File: config.mk
export PLATFORM = sky130hd
export DESIGN_NAME = sd_blk_arb
export DESIGN_NICKNAME = d
export VERILOG_FILES = /design/src/rtl/sd_blk_arb.sv
export SDC_FILE = /design/constraint.sdc
export NUM_CORES = 1
export LEC_CHECK = 0
export ABC_AREA = 0
export CORE_AREA = 10 10 127 129
export DETAILED_ROUTE_END_ITERATION = 8
export DIE_AREA = 0 0 137 139
export DONT_BUFFER_PORTS = 1
export GPL_TIMING_DRIVEN = 0
export PLACE_DENSITY = 0.6
export RECOVER_POWER = 25
export SLEW_MARGIN = 20
export SYNTH_ARGS = -nofsm -noshare
export SYNTH_HDL_FRONTEND = slang
export SYNTH_SLANG_ARGS = --single-unit
File: constraint.sdc
create_clock -name clock -period 5.1 [get_ports clock]
set_input_delay 0.765 -clock clock [delete_from_list [all_inputs] [get_ports clock]]
set_output_delay 0.765 -clock clock [all_outputs]
set_load 0.01 [all_outputs]
File: src/rtl/sd_blk_arb.sv
// sd_blk_arb: shares the host block-level SD port between the SDC (client A) and floppy (client B)
// controllers, forwarding one request at a time and steering ack/buffer traffic to the owner only.
module sd_blk_arb #(
    parameter int unsigned TIMEOUT_W = 24
) (
    input  logic        clock,
    input  logic        RESET_N,
    input  logic [31:0] a_lba [2],
    input  logic [1:0]  a_rd,
    input  logic [1:0]  a_wr,
    output logic [1:0]  a_ack,
    output logic        a_buff_wr,
    input  logic [7:0]  a_buff_din [2],
    input  logic [31:0] b_lba [2],
    input  logic [1:0]  b_rd,
    input  logic [1:0]  b_wr,
    output logic [1:0]  b_ack,
    output logic        b_buff_wr,
    input  logic [7:0]  b_buff_din [2],
    output logic [31:0] sd_lba [2],
    output logic [1:0]  sd_rd,
    output logic [1:0]  sd_wr,
    input  logic [1:0]  sd_ack,
    input  logic        sd_buff_wr,
    output logic [7:0]  sd_buff_din [2],
    output logic        arb_busy,
    output logic        arb_owner,
    output logic        arb_timeout
);
    typedef enum logic [2:0] {IDLE, ISSUE, WAIT_ACK, XFER, RELEASE} state_t;

    state_t               state;
    logic                 owner;
    logic                 last_owner;
    logic                 drv;
    logic                 op;
    logic [TIMEOUT_W-1:0] wdog;

    logic                 pend_a;
    logic                 pend_b;
    logic                 pick_b;
    logic [1:0]           rd_pick;
    logic [1:0]           req_pick;
    logic                 drv_pick;
    logic [31:0]          lba_pick;
    logic [1:0]           rd_own;
    logic [1:0]           wr_own;
    logic [1:0]           drv_mask;
    logic                 fwd;
    logic [TIMEOUT_W-1:0] wdog_nxt;

    always_comb begin
        pend_a   = |(a_rd | a_wr);
        pend_b   = |(b_rd | b_wr);
        // On a tie the client that did not own the last completed grant wins.
        pick_b   = pend_b && (!pend_a || !last_owner);
        rd_pick  = pick_b ? b_rd : a_rd;
        req_pick = rd_pick | (pick_b ? b_wr : a_wr);
        drv_pick = !req_pick[0];
        lba_pick = pick_b ? b_lba[drv_pick] : a_lba[drv_pick];
        rd_own   = owner ? b_rd : a_rd;
        wr_own   = owner ? b_wr : a_wr;
        drv_mask = drv ? 2'b10 : 2'b01;
        fwd      = (state == WAIT_ACK) || (state == XFER);
        wdog_nxt = wdog + TIMEOUT_W'(1);
    end

    assign a_ack     = (fwd && !owner) ? (sd_ack & drv_mask) : '0;
    assign b_ack     = (fwd && owner) ? (sd_ack & drv_mask) : '0;
    assign a_buff_wr = fwd && !owner && sd_buff_wr;
    assign b_buff_wr = fwd && owner && sd_buff_wr;
    assign arb_busy  = (state != IDLE);
    assign arb_owner = owner;

    always_comb begin
        for (int unsigned i = 0; i < 2; i++) begin
            sd_buff_din[i] = (arb_busy && owner) ? b_buff_din[i] : a_buff_din[i];
        end
    end

    always_ff @(posedge clock or negedge RESET_N) begin
        if (!RESET_N) begin
            state       <= IDLE;
            owner       <= 1'b0;
            last_owner  <= 1'b1;
            drv         <= 1'b0;
            op          <= 1'b0;
            wdog        <= '0;
            sd_rd       <= '0;
            sd_wr       <= '0;
            sd_lba[0]   <= '0;
            sd_lba[1]   <= '0;
            arb_timeout <= 1'b0;
        end else begin
            arb_timeout <= 1'b0;
            case (state)
                IDLE: begin
                    if (pend_a || pend_b) begin
                        owner            <= pick_b;
                        drv              <= drv_pick;
                        op               <= rd_pick[drv_pick];
                        sd_lba[drv_pick] <= lba_pick;
                        state            <= ISSUE;
                    end
                end
                ISSUE: begin
                    sd_rd <= op ? drv_mask : '0;
                    sd_wr <= op ? '0 : drv_mask;
                    wdog  <= '0;
                    state <= WAIT_ACK;
                end
                WAIT_ACK: begin
                    wdog <= wdog_nxt;
                    // Ack takes priority over a simultaneous cancel or timeout.
                    if (sd_ack[drv]) begin
                        sd_rd <= '0;
                        sd_wr <= '0;
                        state <= XFER;
                    end else if (!rd_own[drv] && !wr_own[drv]) begin
                        sd_rd <= '0;
                        sd_wr <= '0;
                        state <= IDLE;
                    end else if (&wdog_nxt) begin
                        sd_rd       <= '0;
                        sd_wr       <= '0;
                        arb_timeout <= 1'b1;
                        state       <= IDLE;
                    end
                end
                XFER: begin
                    if (!sd_ack[drv]) state <= RELEASE;
                end
                RELEASE: begin
                    last_owner <= owner;
                    state      <= IDLE;
                end
                default: state <= IDLE;
            endcase
        end
    end
endmodule
# Word level (Yosys, flattened, before mapping)
# Index checks and enable logic that the tools add are counted.
# totals
ff_bits	100
latch_bits	0
ram_bits	0
romBits	0
wordCells	99
n_memories	0
# classes
addsub	1
mul	0
div	0
magnitude_cmp	4
eq_ne	7
shift	0
n_mux	45
bitwise_logic	5
n_reduce_logical	26
# op_table
cell	count
$mux 32	8
$bwmux 64	1
$pmux 24 s2	1
$demux 32 s1	1
$add 24x1->24 const B	1
$reduce_and 24->1	1
$mux 2	11
$mux 8	2
$mux 3	5
$mux 1	13
$pmux 3 s4	1
$logic_and 1x1->1	8
$pmux 2 s2	2
$eq 3x2->1 const B	2
$logic_not 1->1	6
$lt 1x2->1 const B	2
$ne 2x2->1 const B	2
$ne 4x1->1 const B	1
$or 2x2->2	2
$reduce_and 2->1	2
$reduce_or 2->1	2
$eq 3x1->1 const B	1
$eq 3x3->1 const B	1
$logic_not 3->1	1
other kinds (9)	11

# Longest topological paths before layout
# Gate-level depths: netlist (run 1).
# logic_depth
word_depth	14
ltp_mapped	9

# Worst setup path after synthesis (run 1)
# Ideal clock, no wire load.
# synth_path
path_kind	flip-flop to output port
start	reg state[0]
end	out sd_buff_din[0] (netlist bit)
t_arrival_ns	1.699
required_ns	4.335
path_slack_ns	2.636
stages_incl_launch_ff	5
n_path_buf	1
cell_sequence	dfrtp_1 -> or3_1 -> nand2_1 -> buf_2 -> mux2_2
# synth_lines
element	line	source
start: declaration	32	state_t state;
start signal: assignment	83	state <= IDLE;
start signal: assignment	103	state <= ISSUE;
start signal: assignment	110	state <= WAIT_ACK;
end: declaration	25	output logic [7:0] sd_buff_din [2],

==> results of run 1 <==
-- worst register-to-register path: stages (launching register included) --
cell and delay, ns:
dfrtp_1 0.49, ha_1 0.19, buf_2 0.18, nand4_1 0.30, nor4_4 0.34, xnor2_1 0.16
o21ai_0 0.15, nor4_4 0.47, o21ai_0 0.17
-- stage by stage --
stage / worst slack [ns] / instances / total power [mW] / util
4_1_cts: 1.96 / 753 / 3.72 / 0.430
6_report: 2.00 / 753 / 3.68 / 0.430
3_3_place_gp: 2.39 / 737 / 2.94 / 0.407
5_1_grt: 1.89 / 753 / 3.97 / 0.430
3_5_place_dp: 2.36 / 737 / 3.00 / 0.407
2_1_floorplan: 2.64 / 557 / 2.55 / -
-- final timing paths --
| check | startpoint | endpoint | depth (start not counted) |
|---|---|---|---|
| min reg2reg | wdog[23]$_DFFE_PN0P_ | wdog[23]$_DFFE_PN0P_ | 1 |
| max reg2reg | wdog[0]$_DFFE_PN0P_ | sd_wr[0]$_DFFE_PN0P_ | 8 |
| min in group clock | wdog[23]$_DFFE_PN0P_ | wdog[23]$_DFFE_PN0P_ | 1 |
| max in group asynchronous | RESET_N | last_owner$_DFFE_PN1N_ | 0 |
| max | state[0]$_DFFE_PN0P_ | sd_buff_din[0] | 4 |
| min | RESET_N | arb_timeout$_DFF_PN0_ | 0 |
-- flip-flops by register name (all words and copies together) (netlist names) --
signal	count
sd_lba	64
last_owner	1
arb_owner	1
arb_timeout	1
wdog	24
op	1
sd_wr	2
sd_rd	2
state	3
drv	1
-- power by group --
group / internal, mW / switching (mW) / leakage [nW]
sequential: 1.11 / 0.416 / 1.19
combinational: 0.560 / 0.887 / 1.11
clock: 0.388 / 0.325 / 0.142
total: 2.05 / 1.63 / 2.44
-- layout make-up --
| cell class | instances | share of cell area |
|---|---|---|
| plain buffers | 36 | 0.0326 |
| clock buffers | 9 | 0.0384 |
| clock inverters | 7 | 0.0143 |
| inverters | 6 | 0.00384 |
| multi-input cells | 415 | 0.446 |
| flip-flops and latches | 100 | 0.426 |
| well taps | 180 | 0.0384 |
-- layer usage --
metal  GRT usage  up-vias
met5           0        -
met2       0.279      240
met4      0.0649        0
met1       0.196     2063
met3      0.0707       20
li1            -     1995
-- cells by family after synthesis --
group,Yosys count,synth area share
flops,100,0.469
xor+xnor,7,0.0115
mux,83,0.163
buf+inv,42,0.0401
fa+ha+maj,2,0.00469
compound gates,141,0.146
simple gates,182,0.166
-- placed cells by master (no fill, tap or decap), types with 4 or more instances in the layout --
master      n
buf_4       4
mux2i_1    64
nand2b_1    5
a21oi_1    71
nor3_1      8
nand4_1    11
a22oi_1     4
xor2_1      6
clkbuf_16   9
nand3_1     8
nor2b_1     5
buf_2      21
nand2_1    41
nor2_1     87
o31ai_1     4
a31oi_1     6
o41ai_1     5
inv_1       6
clkbuf_1    9
mux2_2     17
o21ai_0    42
dfrtp_1    99
==> results by group, run 1 <==
Outcome
  – Status: finished clean

Worst setup path
  – Arrival time worst endpoint: 2.33 ns
  – Cell-by-cell listing of the critical path: or3_1 > nand2_1 > buf_2 > mux2_2
  – Critical Path Max Stage Delay: 0.56 ns
  – R2R Setup Slk: 2.52 ns
  – Kind of critical path: reg -> out
  – Worst Path Buf+Inv: 1
  – Worst EP required: 4.34 ns
  – Crit-path leading delay family: simple AND/OR/NAND/NOR gates
  – Critical path fanouts, max: 10
  – Crit path capture type: output port
  – Max stage delay cell, worst path: or3_1
  – Startpoint Class: register

Clocking
  – # clock sinks: 100
  – Max clock buf depth: 2
  – Clk slew on worst S/H paths: 0.07 ns
  – Max H-tree Level: 3
  – CTS tree: done
  – Root buffer cell: clkbuf_16
  – Clk_lat worst skew: 0.35 ns
  – Clock buffers created by TritonCTS: 9
  – Cts hold-fix bufs: 0
  – Post-CTS setup buffers: 0
  – Post-cts gate resize count: 0

Synth
  – Yosys top cell area share: 0.464
  – Async SR Flop Fraction: 1.00
  – Syn avg cell area: 9.58 um^2
  – Netlist cell types: 44
  – Area leader, netlist: dfrtp_1
  – Mapped cell area: 5340 um^2
  – Synth Warn #: 0
  – Most numerous cell in the Yosys netlist: dfrtp_1
  – Syn Nets: 732
  – Main flop type after synthesis: dfrtp_1
  – Post-synth EDFFs: 0
  – Commonest cells post-synth: 99 x dfrtp_1, 87 x nor2_1, 71 x a21oi_1
  – Sequential share of the synthesized area: 0.469
  – Synth Register Bits: 100
  – Post-synthesis cell count: 557
  – Top area cells in the synthesized netlist: dfrtp_1 46%, mux2i_1 12%, a21oi_1 6.7%

STA
  – Sum Neg Setup Slack: 0 ns
  – Final Cycle Share: 0.608
  – RSZ-0062 raised after global routing: no
  – FMAX: 323 MHz
  – Max Clock Skew: 0.00954 ns
  – Final setup fails: 0
  – Fin. Hold Viols: 0
  – Worst slew margin: 0.460
  – Max-slew violations: 0
  – Least-Margin Pin Slew: 0.804 ns
  – Worst Hold Slack: 0.101 ns
  – Period minus WS final: 3.10 ns

Floorplan
  – Die H: 139 um
  – Io pins: 266
  – Core area: 13700 um^2
  – Num rows: 43
  – Die Wd: 137 um
  – Initial Utilization: 0.391
  – Die area: 19000 um^2

Cells and area
  – Share of post-route cells with drive strength above 1: 0.124
  – Fillcell total: 1339
  – FF+latch area: 2500 um^2
  – Area grow syn2layout: 10.0%
  – Area taken by multi-input logic gates: 2620 um^2
  – ANT cells: 0
  – Post-Layout Inst Area: 5870 um^2
  – Fin nets: 743

Route
  – Post-DR vias/cell: 5.73
  – DR iter-0 viols: 274
  – Detailed Routing Iterations Pass 1: 5
  – Met2 WL: 8360 um
  – Top sig layer: met4
  – Met3 wire length: 1960 um
  – DRT antenna net count: 0
  – Post-DR wirelength/cell: 22.6 um
  – Metal1 wirelength: 6350 um
  – WL final: 17000 um
  – Vias: 4318
  – DRC: 0

GRT
  – Tot GR Track Use: 0.172
  – Largest net degree at the start of global routing: 101
  – Grt ovf: 0
  – First-pass GRT wire length: 25800 um
  – Vias in the first global route: 4564
  – Antenna violations before repair: 0

Place
  – Hpwl dp: 13500 um
  – Cell Area, Placed: 5560 um^2
  – GP Congestion: 0.870
  – PortBufs: 0

Worst hold path
  – Class of the worst hold path: in -> async

Flow run
  – Max_cap viols: 0

Power and ir drop
  – Cell Pwr Density: 627 nW/um^2
  – Leak Pwr: 2.44 nW
  – Max VDD drop: 0.261 mV
No activity file was read; power rests on OpenSTA's default activity.
==> run 2, diff against run 1 <==
==> constraint.sdc (replaced) <==
create_clock -name clock -period 2.95 [get_ports clock]
set_input_delay 0.4425 -clock clock [delete_from_list [all_inputs] [get_ports clock]]
set_output_delay 0.4425 -clock clock [all_outputs]
set_load 0.01 [all_outputs]
==> results by group, run 2 (same netlist as run 1, synthesis figures left out) <==
GRT
  – Vias in the first global route: 4574 (+0.22%)
  – First-pass GRT wire length: 25800 um (+0.13%)
  – Grt ovf: 0 (unchanged)
  – Largest net degree at the start of global routing: 101 (unchanged)
  – Tot GR Track Use: 0.172 (+0.000224)
  – Antenna violations before repair: 0 (unchanged)

Cells and area
  – ANT cells: 0 (unchanged)
  – Leading registers by flop count: sd_lba: 64 flops, wdog: 24 flops, state: 3 flops
  – Biggest register: sd_lba
  – Layout Cells excl Fill: 754 (+0.13%)
  – Most common cell after layout, fill and taps aside: dfrtp_1
  – Fin util: 0.430 (about the same)
  – Post-Layout Inst Area: 5880 um^2 (about the same)
  – Max FFs per register: 64 (unchanged)
  – Share of post-route cells with drive strength above 1: 0.125 (+0.00153)
  – Most frequent cells in the layout: 99 x dfrtp_1, 87 x nor2_1, 71 x a21oi_1
  – Fin nets: 744 (+0.13%)
  – Area grow syn2layout: 10.1% (about the same)

Power and ir drop
  – Sw Share: 0.444 (+0.00184)
  – Leak Pwr: 2.45 nW (+0.17%)
  – Max VDD drop: 0.451 mV (+73%)
  – NetSw: 2.84 mW (+74%)
  – Clock share of power: 0.193 (about the same)
  – Combinational cell fraction of total power: 0.395 (+0.002)
  – Cell Pwr Density: 1090 nW/um^2 (+73%)
  – Cell-internal power: 3.55 mW (+73%)
  – Seq pwr share: 0.412 (about the same)

Route
  – Post-DR vias/cell: 5.70 (-0.53%)
  – DRT antenna net count: 0 (unchanged)
  – DRC: 0 (unchanged)
  – DR iter-0 viols: 273 (-0.36%)
  – Detailed Routing Iterations Pass 1: 7 (+2)
  – Vias: 4301 (-0.39%)
  – WL final: 17000 um (about the same)
  – Post-DR wirelength/cell: 22.5 um (about the same)

Worst setup path
  – Crit-path leading delay family: simple AND/OR/NAND/NOR gates
  – Critical Path Max Stage Delay: 0.53 ns (-0.03 ns)
  – Cell-by-cell listing of the critical path: or3_1 > nand2_1 > buf_2 > mux2_2
  – Worst Path Buf+Inv: 1 (unchanged)
  – Arrival time worst endpoint: 2.32 ns (about the same)
  – Startpoint Class: register
  – Reg2reg end: sd_wr[0]$_DFFE_PN0P_
  – Max stage delay cell, worst path: or3_1
  – Crit path capture type: output port
  – Kind of critical path: reg -> out
  – Worst EP required: 2.51 ns (-1.83 ns)
  – R2R Setup Slk: 0.37 ns (-2.15 ns)
  – Length in cells of the worst reg-to-reg path: 8 (unchanged)
  – Critical path fanouts, max: 10 (unchanged)
  – Worst r2r src: wdog[0]$_DFFE_PN0P_

Place
  – GP Congestion: 0.870 (unchanged)
  – Hpwl dp: 13500 um (unchanged)
  – PortBufs: 0 (unchanged)
  – Number of instances in the placed design: 737 (unchanged)
  – Cell Area, Placed: 5560 um^2 (unchanged)

Floorplan
  – Io pins: 266 (unchanged)
  – Num rows: 43 (unchanged)
  – Core area: 13700 um^2 (unchanged)
  – Initial Utilization: 0.391 (unchanged)
  – Die H: 139 um (unchanged)
  – Die area: 19000 um^2 (unchanged)
  – Die Wd: 137 um (unchanged)

Clocking
  – Clk slew on worst S/H paths: 0.07 ns (about the same)
  – Clock buffers created by TritonCTS: 9 (unchanged)
  – CTS tree: done
  – Max clock buf depth: 2 (unchanged)
  – Root buffer cell: clkbuf_16
  – # clock sinks: 100 (unchanged)
  – Max H-tree Level: 3 (unchanged)
  – Clk_lat worst skew: 0.35 ns (about the same)

Worst hold path
  – WHS Endpoint: sd_lba[22]$_DFFE_PN0P_
  – Worst hold start: b_lba[22]
  – Hold depth: 2
  – Class of the worst hold path: in -> reg

STA
  – Final Cycle Share: 0.937
  – Max Clock Skew: 0.00747 ns (-0.00207 ns)
  – Least-Margin Pin Slew: 2.47 ns (+1.67 ns)
  – Period minus WS final: 2.76 ns
  – Final setup fails: 0 (unchanged)
  – Max-slew violations: 101 (+101)
  – RSZ-0062 raised after global routing: no
  – Sum Neg Setup Slack: 0 ns (unchanged)
  – Worst slew margin: -0.648 (-1.11)
  – Fin. Hold Viols: 0 (unchanged)
  – Worst Hold Slack: 0.296 ns (+0.195 ns)
  – FMAX: 362 MHz

Flow run
  – Max_cap viols: 1 (+1)

Outcome
  – Failing checks: capacitance limit, slew limit
  – Status: finished with violations
-- run 2: how the worst max path moves through the flow --
stage                               startpoint  slack (ns)  cells after the start              endpoint
after CTS                 state[0]$_DFFE_PN0P_        0.13                      4        sd_buff_din[0]
after global placement     wdog[0]$_DFFE_PN0P_        0.40                      8  sd_wr[1]$_DFFE_PN0P_
after detailed placement   wdog[0]$_DFFE_PN0P_        0.41                      8  sd_wr[0]$_DFFE_PN0P_
after floorplan           state[0]$_DFFE_PN0P_        0.81                      4        sd_buff_din[0]
final                     state[1]$_DFFE_PN0P_        0.19                      4        sd_buff_din[0]
after global routing      state[1]$_DFFE_PN0P_        0.06                      4        sd_buff_din[0]
-- run 2: through the flow --
step / power (mW) / worst slack [ns]
2_1_floorplan: 4.41 / 0.809
3_3_place_gp: 5.08 / 0.402
3_5_place_dp: 5.18 / 0.410
4_1_cts: 6.47 / 0.132
5_1_grt: 6.89 / 0.0602
6_report: 6.38 / 0.186
-- run 2: routing by layer --
| layer | up-vias | GRT usage | wire (um) |
|---|---|---|---|
| met2 | 216 | 0.279 | 8390 |
| li1 | 1993 | - | - |
| met4 | 0 | 0.0649 | 327 |
| met3 | 20 | 0.0696 | 1910 |
| met1 | 2072 | 0.197 | 6380 |
| met5 | - | 0 | 0 |
-- run 2: cell type report --
| cell class | count | area, um^2 |
|---|---|---|
| timing repair buffer | 1 | 5.00 |
| inverter | 6 | 22.5 |
| tap | 180 | 225 |
| clock inverter | 7 | 83.8 |
| fill | 1339 | 7790 |
| multi-input combinational | 415 | 2620 |
| buffer | 36 | 191 |
| clock buffer | 9 | 225 |
| sequential | 100 | 2500 |
-- run 2: power by group through the flow --
stage          combinational, mW  clock (mW)  sequential (mW)
5_1_grt                     2.84        1.33             2.71
3_5_place_dp                2.52           0             2.66
4_1_cts                     2.54        1.27             2.65
6_report                    2.52        1.23             2.63
3_3_place_gp                2.42           0             2.66
2_1_floorplan               1.97           0             2.44
-- run 2: timing repair --
| item | in CTS | in global routing |
|---|---|---|
| hold buffers | 1 | 0 |
| buffers inserted | 0 | 0 |
| resized for setup | 0 | 0 |
| hold endpoints to repair | 100 | 0 |
==> run 3, diff against run 2 <==
--- a/config.mk
+++ b/config.mk
@@ -13,6 +13,7 @@
 export GPL_TIMING_DRIVEN = 0
 export PLACE_DENSITY = 0.6
 export RECOVER_POWER = 25
+export SETUP_SLACK_MARGIN = 0.5
 export SLEW_MARGIN = 20
 export SYNTH_ARGS = -nofsm -noshare
 export SYNTH_HDL_FRONTEND = slang
==> results by group, run 3 (same netlist as run 1, synthesis figures left out) <==
Outcome
  – Status: finished with violations
  – Failing checks: hold timing

Cells and area
  – Leading registers by flop count: sd_lba: 64 flops, wdog: 24 flops, state: 3 flops
  – Fillcell total: 1334 (-0.37%)
  – Most frequent cells in the layout: 94 x dfrtp_1, 87 x nor2_1, 71 x a21oi_1
  – Fin util: 0.439 (+0.00870)
  – Area grow syn2layout: 12.3%
  – Fin nets: 753 (+1.2%)
  – Biggest register: sd_lba
  – Share of post-route cells with drive strength above 1: 0.156 (+0.0307)
  – Most common cell after layout, fill and taps aside: dfrtp_1
  – Max FFs per register: 64 (unchanged)
  – Post-Layout Inst Area: 6000 um^2 (+2.0%)
  – ANT cells: 0 (unchanged)
  – Layout Cells excl Fill: 763 (+1.2%)

Place
  – Number of instances in the placed design: 737 (unchanged)
  – Cell Area, Placed: 5560 um^2 (unchanged)
  – PortBufs: 0 (unchanged)
  – Worst slack at placement: 0.410 ns (unchanged)
  – GP Congestion: 0.870 (unchanged)
  – Hpwl dp: 13500 um (unchanged)

Route
  – Detailed Routing Iterations Pass 1: 5 (-2)
  – Post-DR vias/cell: 5.69 (-0.21%)
  – WL final: 17100 um (+0.34%)
  – DR iter-0 viols: 274 (+0.37%)
  – Post-DR wirelength/cell: 22.4 um (-0.84%)
  – Vias: 4343 (+0.98%)
  – DRT antenna net count: 0 (unchanged)
  – DRC: 0 (unchanged)

Clocking
  – Clock buffers created by TritonCTS: 9 (unchanged)
  – Clk slew on worst S/H paths: 0.07 ns (about the same)
  – Root buffer cell: clkbuf_16
  – Clk_lat worst skew: 0.35 ns (about the same)
  – Max clock buf depth: 2 (unchanged)
  – CTS tree: done
  – # clock sinks: 100 (unchanged)
  – Max H-tree Level: 3 (unchanged)

GRT
  – First-pass GRT wire length: 25900 um (about the same)
  – Largest net degree at the start of global routing: 101 (unchanged)
  – Grt ovf: 0 (unchanged)
  – Vias in the first global route: 4579 (+0.11%)
  – Tot GR Track Use: 0.172 (unchanged)
  – Antenna violations before repair: 0 (unchanged)

STA
  – Least-Margin Pin Slew: 0.568 ns (-1.90 ns)
  – Final setup fails: 0 (unchanged)
  – Fin. Hold Viols: 100 (+100)
  – Final Cycle Share: 0.802 (-0.134)
  – Worst setup margin: 0.583 ns (+0.397 ns)
  – Worst Hold Slack: -0.217 ns (-0.513 ns)
  – Max Clock Skew: 0.00933 ns (+0.00186 ns)
  – Sum Neg Setup Slack: 0 ns (unchanged)
  – FMAX: 422 MHz (+17%)
  – Worst slew margin: 0.621 (+1.27)
  – Period minus WS final: 2.37 ns (-0.397 ns)
  – Max-slew violations: 0 (-100%)
  – RSZ-0062 raised after global routing: no

Worst setup path
  – Arrival time worst endpoint: 1.92 ns (-0.40 ns)
  – Crit path capture type: output port
  – Length in cells of the worst reg-to-reg path: 10 (+2)
  – Worst EP required: 2.51 ns (about the same)
  – Reg2reg end: sd_rd[1]$_DFFE_PN0P_
  – Startpoint Class: register
  – Worst r2r src: wdog[0]$_DFFE_PN0P_
  – Critical path fanouts, max: 10 (unchanged)
  – R2R Setup Slk: 0.71 ns (+0.34 ns)
  – Kind of critical path: reg -> out

Power and ir drop
  – Max VDD drop: 0.451 mV (about the same)
  – Seq pwr share: 0.405 (-0.007)
  – Leak Pwr: 2.50 nW (+2.3%)
  – Sw Share: 0.439 (-0.00472)
  – Clock share of power: 0.190 (-0.003)
  – Total power: 6.47 mW (+1.3%)
  – NetSw: 2.84 mW (+0.24%)
  – Cell Pwr Density: 1080 nW/um^2 (-0.69%)
  – Combinational cell fraction of total power: 0.405 (+0.010)
  – Cell-internal power: 3.63 mW (+2.2%)

Floorplan
  – Die H: 139 um (unchanged)
  – Initial Utilization: 0.391 (unchanged)
  – Core area: 13700 um^2 (unchanged)
  – Die Wd: 137 um (unchanged)
  – Io pins: 266 (unchanged)
  – Die area: 19000 um^2 (unchanged)
  – Num rows: 43 (unchanged)

Worst hold path
  – Class of the worst hold path: in -> async

Flow run
  – Max_cap viols: 0 (-1)
==> run 3: cell types whose count changed in the layout (fill, tap and decap cells not counted), moves of 2 or more <==
cell     change
buf_4       +10
dfrtp_1      -5
nor3_2       +2
dfrtp_2      +5
nor3_1       -2
==> run 3: worst max-delay path, cell delays in order (launching register included) <==
cell	delay (ns)
dfrtp_2	0.45
or3_4	0.46
nand2_8	0.13
buf_6	0.15
mux2_2	0.38
==> run 3: repair_timing <==
| action | 4_1_cts | 5_1_grt |
|---|---|---|
| endpoints found under the setup margin | 22 | 18 |
| buffers inserted | 2 | 8 |
| endpoints found under the hold margin | 100 | 100 |
| pin swaps | 2 | 3 |
| gates resized for setup | 7 | 10 |
==> run 3: metal layers <==
layer  global-route usage  vias up  routed length, um
met4               0.0649        0                327
met2                0.280      227               8460
met1                0.196     2080               6340
met3               0.0707       21               1940
li1                     -     2015                  -
met5                    0        -                  0
==> run 3: power by group through the flow <==
stage / sequential [mW] / combinational, mW / clock [mW]
floorplan: 2.44 / 1.97 / 0
global placement: 2.66 / 2.42 / 0
detailed placement: 2.66 / 2.52 / 0
CTS: 2.66 / 2.54 / 1.27
global route: 2.71 / 2.94 / 1.33
finish: 2.62 / 2.62 / 1.23
==> run 3: worst max-delay path by stage <==
stage,end,from,depth (start not counted)
floorplan,sd_buff_din[0],state[0]$_DFFE_PN0P_,4
global placement,sd_wr[1]$_DFFE_PN0P_,wdog[0]$_DFFE_PN0P_,8
detailed placement,sd_wr[0]$_DFFE_PN0P_,wdog[0]$_DFFE_PN0P_,8
CTS,sd_buff_din[0],state[2]$_DFFE_PN0P_,4
global route,sd_rd[1]$_DFFE_PN0P_,wdog[0]$_DFFE_PN0P_,10
finish,sd_buff_din[12],state[1]$_DFFE_PN0P_,4
==> run 3: layout make-up <==
cell class,count,area (um^2),area share
plain buffers,36,199,0.0332
clock buffers,9,225,0.0376
clock inverters,7,83.8,0.0140
inverters,6,22.5,0.00376
multi-input cells,415,2660,0.443
flip-flops and latches,100,2510,0.419
well taps,180,225,0.0376
repair buffers,10,75.1,0.0125
